==> src/rtl/pc_seq_pkg.sv <==
// -----------------------------------------------------------------------------
// pc_seq_pkg
// Shared definitions for the next-PC sequencer: PC width, sequencer state
// encoding, default vectors/stack depth and the modulo PC increment helper.
// -----------------------------------------------------------------------------
package pc_seq_pkg;

  localparam int PC_W = 16;

  typedef enum logic [1:0] {
    BOOT  = 2'd0,
    FETCH = 2'd1,
    IRQ   = 2'd2
  } pc_seq_state_t;

  localparam logic [PC_W-1:0] DEFAULT_RESET_VECTOR = 16'h0000;
  localparam logic [PC_W-1:0] DEFAULT_IRQ_VECTOR   = 16'h0004;
  localparam int              DEFAULT_RAS_DEPTH    = 4;

  // Word-addressed increment; wraps 16'hFFFF -> 16'h0000 by truncation.
  function automatic logic [PC_W-1:0] pc_inc(input logic [PC_W-1:0] pc);
    return pc + PC_W'(1);
  endfunction

endpackage

==> src/rtl/return_addr_stack.sv <==
// -----------------------------------------------------------------------------
// return_addr_stack
// Circular return-address stack. A push when full overwrites the oldest entry
// and keeps the count saturated at RAS_DEPTH; a pop when empty changes nothing.
// Both error conditions set sticky flags that only reset clears.
// RAS_DEPTH must be a power of two and at least 2 so the pointer wraps
// naturally.
//
// Ports:
//   clk, rst       clock, asynchronous active-high reset
//   push_i         write data_i at the top (wins if pop_i is also high)
//   pop_i          discard the top entry
//   data_i         return address to push
//   data_o         current top entry (valid when !empty_o)
//   empty_o        no live entries
//   full_o         RAS_DEPTH live entries
//   overflow_o     sticky: a push happened while full
//   underflow_o    sticky: a pop happened while empty
// -----------------------------------------------------------------------------
module return_addr_stack
  import pc_seq_pkg::*;
#(
  parameter int RAS_DEPTH = DEFAULT_RAS_DEPTH
) (
  input  logic            clk,
  input  logic            rst,
  input  logic            push_i,
  input  logic            pop_i,
  input  logic [PC_W-1:0] data_i,
  output logic [PC_W-1:0] data_o,
  output logic            empty_o,
  output logic            full_o,
  output logic            overflow_o,
  output logic            underflow_o
);

  localparam int PTR_W = $clog2(RAS_DEPTH);
  localparam int CNT_W = $clog2(RAS_DEPTH + 1);

  logic [PC_W-1:0]  mem_q [RAS_DEPTH];
  logic [PTR_W-1:0] ptr_q;        // next slot to write
  logic [CNT_W-1:0] count_q;
  logic             overflow_q;
  logic             underflow_q;
  logic [PTR_W-1:0] top_idx;

  assign top_idx     = ptr_q - PTR_W'(1);
  assign data_o      = mem_q[top_idx];
  assign empty_o     = (count_q == '0);
  assign full_o      = (count_q == CNT_W'(RAS_DEPTH));
  assign overflow_o  = overflow_q;
  assign underflow_o = underflow_q;

  // NOTE: the entry array has no reset; count_q alone decides which entries
  // are live, so clearing the storage would only add a reset mux per bit.
  always_ff @(posedge clk) begin
    if (push_i) begin
      mem_q[ptr_q] <= data_i;
    end
  end

  // NOTE: state registers use non-blocking assignments so every flop samples
  // pre-edge values regardless of statement order.
  always_ff @(posedge clk or posedge rst) begin
    if (rst) begin
      ptr_q       <= '0;
      count_q     <= '0;
      overflow_q  <= 1'b0;
      underflow_q <= 1'b0;
    end else if (push_i) begin
      ptr_q <= ptr_q + PTR_W'(1);
      if (full_o) begin
        overflow_q <= 1'b1;            // oldest entry silently overwritten
      end else begin
        count_q <= count_q + CNT_W'(1);
      end
    end else if (pop_i) begin
      if (empty_o) begin
        underflow_q <= 1'b1;
      end else begin
        ptr_q   <= top_idx;
        count_q <= count_q - CNT_W'(1);
      end
    end
  end

endmodule

==> src/rtl/pc_sequencer.sv <==
// -----------------------------------------------------------------------------
// pc_sequencer
// Next-PC controller for the 16-bit core. Drives the PC register input
// (NextPc), reads its output back (CurPc), runs the instruction fetch req/ack
// handshake, and resolves branch / jump / call / return / interrupt entry.
//
// Ports:
//   Clk, Reset                  clock, asynchronous active-high reset
//   CurPc                       PC register output
//   NextPc                      value the PC register latches next edge
//   IMemReq / IMemAck           fetch handshake at address CurPc
//   InstrValid                  instruction boundary (ack accepted, no stall)
//   Stall                       pipeline hold
//   BranchTaken, BranchTarget   conditional redirect
//   Jump, JumpTarget            unconditional redirect (also call target)
//   Call, Ret                   push CurPc+1 / pop return address
//   Irq, IrqAck                 level interrupt request, entry pulse
//   RasOverflow, RasUnderflow   sticky return-stack error flags
// -----------------------------------------------------------------------------
module pc_sequencer
  import pc_seq_pkg::*;
#(
  parameter logic [PC_W-1:0] RESET_VECTOR = DEFAULT_RESET_VECTOR,
  parameter logic [PC_W-1:0] IRQ_VECTOR   = DEFAULT_IRQ_VECTOR,
  parameter int              RAS_DEPTH    = DEFAULT_RAS_DEPTH
) (
  input  logic            Clk,
  input  logic            Reset,
  input  logic [PC_W-1:0] CurPc,
  output logic [PC_W-1:0] NextPc,
  output logic            IMemReq,
  input  logic            IMemAck,
  output logic            InstrValid,
  input  logic            Stall,
  input  logic            BranchTaken,
  input  logic [PC_W-1:0] BranchTarget,
  input  logic            Jump,
  input  logic [PC_W-1:0] JumpTarget,
  input  logic            Call,
  input  logic            Ret,
  input  logic            Irq,
  output logic            IrqAck,
  output logic            RasOverflow,
  output logic            RasUnderflow
);

  pc_seq_state_t   state_q, state_d;
  logic            ras_push, ras_pop;
  logic            ras_empty, ras_full;
  logic [PC_W-1:0] ras_din, ras_top;
  logic [PC_W-1:0] pc_plus1;

  assign pc_plus1 = pc_inc(CurPc);

  // NOTE: every output of this block gets a default before the case, so no
  // path leaves a signal unassigned and no latch is inferred.
  always_comb begin
    state_d    = state_q;
    NextPc     = CurPc;
    IMemReq    = 1'b0;
    InstrValid = 1'b0;
    IrqAck     = 1'b0;
    ras_push   = 1'b0;
    ras_pop    = 1'b0;
    ras_din    = pc_plus1;

    case (state_q)
      BOOT: begin
        NextPc  = RESET_VECTOR;
        state_d = FETCH;
      end

      FETCH: begin
        IMemReq    = !Stall;
        // The request is !Stall, so this also drops acks that arrive
        // without a request outstanding.
        InstrValid = IMemAck && !Stall;
        if (InstrValid) begin
          if (Ret) begin
            ras_pop = 1'b1;
            NextPc  = ras_empty ? pc_plus1 : ras_top;
          end else if (Call) begin
            ras_push = 1'b1;
            NextPc   = JumpTarget;
          end else if (Jump) begin
            NextPc = JumpTarget;
          end else if (BranchTaken) begin
            NextPc = BranchTarget;
          end else begin
            NextPc = pc_plus1;
          end
          // The resolved PC is still latched this edge; it becomes the
          // return point pushed in the IRQ cycle.
          if (Irq) begin
            state_d = IRQ;
          end
        end
      end

      IRQ: begin
        ras_push = 1'b1;
        ras_din  = CurPc;
        NextPc   = IRQ_VECTOR;
        IrqAck   = 1'b1;
        state_d  = FETCH;
      end

      default: begin
        NextPc  = RESET_VECTOR;
        state_d = BOOT;
      end
    endcase
  end

  always_ff @(posedge Clk or posedge Reset) begin
    if (Reset) begin
      state_q <= BOOT;
    end else begin
      state_q <= state_d;
    end
  end

  return_addr_stack #(
    .RAS_DEPTH (RAS_DEPTH)
  ) u_ras (
    .clk         (Clk),
    .rst         (Reset),
    .push_i      (ras_push),
    .pop_i       (ras_pop),
    .data_i      (ras_din),
    .data_o      (ras_top),
    .empty_o     (ras_empty),
    .full_o      (ras_full),
    .overflow_o  (RasOverflow),
    .underflow_o (RasUnderflow)
  );

  // A push into a full stack must always leave the overflow flag set.
  a_overflow_sticky : assert property (
    @(posedge Clk) disable iff (Reset) (ras_push && ras_full) |=> RasOverflow
  );

endmodule

==> config.mk <==
export PLATFORM = sky130hd
export DESIGN_NAME = pc_sequencer
export DESIGN_NICKNAME = d
export VERILOG_FILES = /design/src/rtl/pc_seq_pkg.sv /design/src/rtl/return_addr_stack.sv /design/src/rtl/pc_sequencer.sv
export SDC_FILE = /design/constraint.sdc
export NUM_CORES = 1
export LEC_CHECK = 0
export BUFFER_PORTS_ARGS = -buffer_cell sky130_fd_sc_hd__buf_4
export CELL_PAD_IN_SITES_DETAIL_PLACEMENT = 1
export CELL_PAD_IN_SITES_GLOBAL_PLACEMENT = 1
export CORE_AREA = 2 2 95 115
export DETAILED_ROUTE_END_ITERATION = 8
export DIE_AREA = 0 0 97 117
export GPL_TIMING_DRIVEN = 1
export PLACE_DENSITY_LB_ADDON = 0.08
export SYNTH_ARGS = -nofsm -noshare
export SYNTH_HDL_FRONTEND = slang
export SYNTH_SLANG_ARGS = --single-unit
==> constraint.sdc <==
create_clock -name Clk -period 4.45 [get_ports Clk]
set_input_delay 0.89 -clock Clk [delete_from_list [all_inputs] [get_ports Clk]]
set_output_delay 0.89 -clock Clk [all_outputs]
set_load 0.01 [all_outputs]
# After elaboration in Yosys (flattened, before gate mapping)

Memory sizes are Yosys's and may differ from the RTL's.
Cells that the tools add are included.

Reduce and logical (&&, ||, !) cells: 11
Eq/ne operators: 7
Add/subtract/negate cells: 5
Muxes and demuxes: 30
Bitwise logic cells: 1

Operators by type and width:

| kind                    | count |
|---|---|
| $mux W16                | 7 |
| $pmux W16 S2            | 1 |
| $add A16 B1 Y16 const B | 1 |
| $mux W3                 | 4 |
| $mux W1                 | 11 |
| $mux W2                 | 5 |
| $ne A2 B2 Y1 const B    | 4 |
| $reduce_and A2 Y1       | 3 |
| $reduce_and A3 Y1       | 2 |
| $pmux W2 S2             | 1 |
| $add A3 B1 Y3 const B   | 1 |
| $eq A3 B3 Y1 const B    | 1 |
| $logic_not A3 Y1        | 1 |
| $sub A3 B1 Y3 const B   | 1 |
| $add A2 B1 Y2 const B   | 1 |
| $eq A2 B1 Y1 const B    | 1 |
| $eq A2 B2 Y1 const B    | 1 |
| $logic_not A2 Y1        | 1 |
| $pmux W1 S2             | 1 |
| $reduce_bool A2 Y1      | 1 |
| $reduce_or A2 Y1        | 1 |
| $sub A2 B1 Y2 const B   | 1 |
| $logic_and A1 B1 Y1     | 1 |
| $logic_not A1 Y1        | 1 |
| $not A1 Y1              | 1 |

Bits in writable memories: 64
Input bits: 57
Flip-flop bits (word level): 9
Memories kept: 1
Word-level logic and storage cells: 60
Output and inout bits: 21

Memories:

| memory      | depth | width | rd ports | clocked after Yosys merged registers in | wr ports | RTL line                | text |
|---|---|---|---|---|---|---|---|
| u_ras.mem_q | 4     | 16    | 1        | 0                                       | 1        | return_addr_stack.sv:40 | `logic [PC_W-1:0] mem_q [RAS_DEPTH];` |

# Longest topological paths before layout

Depth in word-level cells: 7
Gate-level depth with buffers: 11
Depth with buffers taken out: 10

# By module

Synthesis repeated with hierarchy kept, for this count alone.

Cell total of the unflattened synthesis: 399
Area, all modules: 4,396.7 um2

By module, submodules not included:

| module            | area an instance (um2) | seq. area each (um2) | cells an instance | times used |
|---|---|---|---|---|
| return_addr_stack | 2,775.2                | 2,097.0              | 135               | 1 |
| pc_sequencer      | 1,621.6                | 50.0                 | 264               | 1 |

# Worst setup path after synthesis

OpenSTA, ideal clock, no wires.

Path type: reg2out
Start: reg u_ras.ptr_q[0]
End: out NextPc[8]
Stages on the path, launching flop included: 11
Data required time: 3.560 ns
Buffers on the path: 4
Data arrival time: 2.565 ns
Slack: 0.995 ns
Path through: dfrtp_1 buf_4 buf_2 inv_1 ha_1 clkbuf_2 clkbuf_1 mux4_2 o21a_1 a32oi_1 nand2_1

Word-level cells in the longest chain between the ends: 6

Ends and longest elaborated chain:

| element                  | RTL line                | text |
|---|---|---|
| start: declaration       | return_addr_stack.sv:41 | `logic [PTR_W-1:0] ptr_q;` |
| start signal: assignment | return_addr_stack.sv:71 | `ptr_q <= ptr_q + PTR_W'(1);` |
| start signal: assignment | return_addr_stack.sv:81 | `ptr_q <= top_idx;` |
| $sub A2 B1 Y2            | return_addr_stack.sv:47 | `assign top_idx = ptr_q - PTR_W'(1);` |
| $mem_v2 Z4 W16           | --                      |  |
| $mux W16                 | pc_sequencer.sv:81      | `NextPc = ras_empty ? pc_plus1 : ras_top;` |
| $mux W16                 | pc_sequencer.sv:79      | `if (Ret) begin` |
| $mux W16                 | pc_sequencer.sv:78      | `if (InstrValid) begin` |
| $pmux W16 S2             | pc_sequencer.sv:67      | `case (state_q)` |
| end: declaration         | pc_sequencer.sv:30      | `output logic [PC_W-1:0] NextPc,` |

Every way passes these cells.

# Final worst setup path

Start: in CurPc[0]
End: out NextPc[12]

Word-level cells in the longest chain between the ends: 7
Elaborated cells between the ends (all ways): 8
Those cells by class: 1 x add/sub; 7 x mux

Ends and longest elaborated chain:

| element            | RTL line           | text |
|---|---|---|
| start: declaration | pc_sequencer.sv:29 | `input logic [PC_W-1:0] CurPc,` |
| $add A16 B1 Y16 *  | pc_seq_pkg.sv:22   | `return pc + PC_W'(1);` |
| $mux W16           | pc_sequencer.sv:87 | `end else if (BranchTaken) begin` |
| $mux W16           | pc_sequencer.sv:85 | `end else if (Jump) begin` |
| $mux W16           | pc_sequencer.sv:82 | `end else if (Call) begin` |
| $mux W16 *         | pc_sequencer.sv:79 |  |
| $mux W16 *         | pc_sequencer.sv:78 |  |
| $pmux W16 S2 *     | pc_sequencer.sv:67 |  |

Mark *: on every way between the ends. The rest lies on a longest branch, timed or not.

==> results.py <==
metrics = {
    "synthesis": {
        "synth_area_leaders": "edfxtp_1 43%, mux4_2 8.1%, dfrtp_1 5.1%",
        "synth_top_area_share_pct": 43.4,
        "synth.distinct_cells": 61,
        "synthCells": 405,
        "syn-num-nets": 472,
        "synth_seq_area_share_pct": 48.5,
        "syn_avg_cell_area_um2": 10.9,
        "yosysTopAreaCell": "edfxtp_1",
        "synth_edf_count": 64,
        "yosys_warnings": 0,
        "yosysMostFrequentCell": "edfxtp_1",
        "synth-seq-cells": 73,
        "synthFlopType": "edfxtp_1",
        "ys_async_sr_fraction_pct": 12.3,
        "synth_common_cells": "64 x edfxtp_1, 34 x nand2_1, 30 x nor2_1",
        "syn_area_mm2": 0.00443,
    },
    "hold_path": {
        "hold_depth": 1,
        "min_path_type": "register to register",
        "hp-start": "u_ras.overflow_o$_DFFE_PP0P_",
        "hold_end": "u_ras.overflow_o$_DFFE_PP0P_",
    },
    "die": {
        "core_mm2": 0.0103,
        "ios": 78,
        "start_util_pct": 42.9,
        "rows": 41,
        "fp.dieW_um": 97,
        "die_area_mm2": 0.0113,
        "die_h_um": 117,
    },
    "worst_setup_path": {
        "crit_type": "input pin to output port",
        "r2r-end": "u_ras.count_q[2]$_DFFE_PP0P_",
        "reg2reg_from": "state_q[1]$_DFFE_PP0P_",
        "path_max_fanout": 7,
        "end_kind": "output port",
        "crit_path_start_kind": "input pin",
        "reg2reg_slack_ns": 1.26,
        "cp_data_required_time_ns": 3.56,
        "reg2reg_depth": 10,
        "worstPathArrival_ns": 2.78,
    },
    "layout": {
        "instances_no_fill": 607,
        "drive_gt1_share_pct": 26.8,
        "synthToLayoutAreaGrowth_pct": 22.1,
        "finalNetCount": 540,
        "num_antenna_cells": 0,
    },
    "clock_network": {
        "cts_resized": 0,
        "path_clk_slew_ns": 0.06,
        "hold_buffers": 0,
        "cts_setup_buffers": 0,
        "clk_latency_ns": 0.33,
        "h-tree-depth": 3,
        "cts_root_buf": "clkbuf_16",
        "cts_tree": "yes",
        "cts.sink_count": 73,
        "clk_path_buf_depth": 2,
        "numCtsBuffers": 9,
    },
    "route": {
        "drt_iter0_drc": 197,
        "antenna_left": 0,
        "first_pass_iters": 4,
        "drc": 0,
        "routed_wl_um": 13200,
        "vias_per_cell": 5.94,
        "vias": 3606,
        "post_drt_wl_per_cell_um": 21.7,
    },
    "run": {
        "drv_cap": 0,
    },
    "timing": {
        "finalHoldViolCount": 0,
        "rsz0062_at_grt": "no",
        "maxSlewHeadroom_pct": 36.3,
        "post-route-period-util_pct": 82.4,
        "tightest_slew_ns": 0.952,
        "fin_crit_ns": 3.67,
        "fin_skew_ns": 0.00991,
        "fin_setup_tns_ns": 0,
        "fmax_mhz": 273,
        "slew_viol_final": 0,
        "finalSetupViolCount": 0,
    },
    "grt": {
        "antenna_found_initial": 0,
        "grt_pass1_vias": 3767,
        "gr-total-overflow": 0,
        "grt_max_degree": 30,
        "grt_usage_pct": 24.4,
        "grt_pass1_wl_um": 21400,
    },
    "placement": {
        "hpwl_um": 9400,
        "place_congestion": 0.848,
        "port-buffer-count": 77,
        "dp_cells": 591,
    },
    "status": {
        "outcome": "completed",
    },
    "power_and_ir_drop": {
        "ir_worst_vdd_uv": 444,
        "p_leak_nw": 2.02,
        "power.density_mw_per_mm2": 487,
    },
}
## routing by layer
layer / vias up / GRT usage, % / wire length, um
li1: 1672 / - / -
met1: 1815 / 34.3 / 5960
met2: 107 / 38.6 / 6240
met3: 12 / 4.87 / 795
met4: 0 / 7.98 / 168
met5: - / 0 / 0
## through the flow
stage	util, %	instance area (um2)	total power, mW	worst slack, ns	hold WS, ns
2_1_floorplan	-	4430	1.56	0.995	0.503
3_3_place_gp	49.6	5110	1.90	0.863	0.451
3_5_place_dp	49.6	5110	1.94	0.803	0.467
4_1_cts	52.4	5410	2.65	0.754	0.481
5_1_grt	52.4	5410	2.78	0.603	0.506
6_report	52.4	5410	2.63	0.783	0.479
## sequential cells by signal, summed over array words and instances (netlist names)
signal	flops
u_ras.underflow_o	1
u_ras.ptr_q	2
u_ras.count_q	3
u_ras.overflow_o	1
u_ras.mem_q	64
state_q	2
## layout make-up
class | count | area, um2
Fill cell | 1121 | 4910
Sequential cell | 73 | 2150
Multi-Input combinational cell | 283 | 2080
Timing Repair Buffer | 85 | 638
Clock buffer | 9 | 225
Tap cell | 129 | 161
Inverter | 21 | 78.8
Clock inverter | 7 | 70.1
## cell families after synthesis
family / synth area share (%)
AO/OA/AOI/OAI: 14.8
XOR/XNOR: 4.55
adder cells (fa/ha/maj): 3.00
buffers and inverters: 4.50
flip-flops: 48.5
multiplexers: 9.33
AND/OR/NAND/NOR: 15.3
## critical path, stage by stage
cell and delay, ns:
buf_4 0.13, ha_1 0.26, nand3_1 0.24, or4_4 0.57, xnor2_1 0.15, o2111ai_1 0.18, and4b_1 0.24, buf_4 0.13
## how the worst max path moves through the flow
stage	slack (ns)	startpoint	end
after floorplan	0.99	u_ras.ptr_q[0]$_DFFE_PP0P_	NextPc[8]
after global routing	0.60	CurPc[0]	NextPc[14]
after CTS	0.75	u_ras.ptr_q[1]$_DFFE_PP0P_	NextPc[10]
after global placement	0.86	CurPc[0]	NextPc[12]
after detailed placement	0.80	CurPc[0]	NextPc[12]
final	0.78	CurPc[0]	NextPc[12]
## layout by cell type, fill, tap and decap left out, types with 6 or more instances in the layout
cell       instances
buf_4             85
edfxtp_1          64
nand2_1           34
nor2_1            30
a21oi_1           21
inv_1             20
nand3_1           18
o21ai_0           16
mux4_2            16
nor3_1            13
xnor2_1           12
xor2_1            11
ha_1               9
clkbuf_16          9
dfrtp_1            9
nand4_1            7
a211oi_1           6
## power by group
group,leakage [nW],internal (mW),switching (mW)
Sequential,0.685,0.810,0.0561
Combinational,1.19,0.482,0.578
Clock,0.135,0.432,0.275
Power figures use the tool's default switching activity.
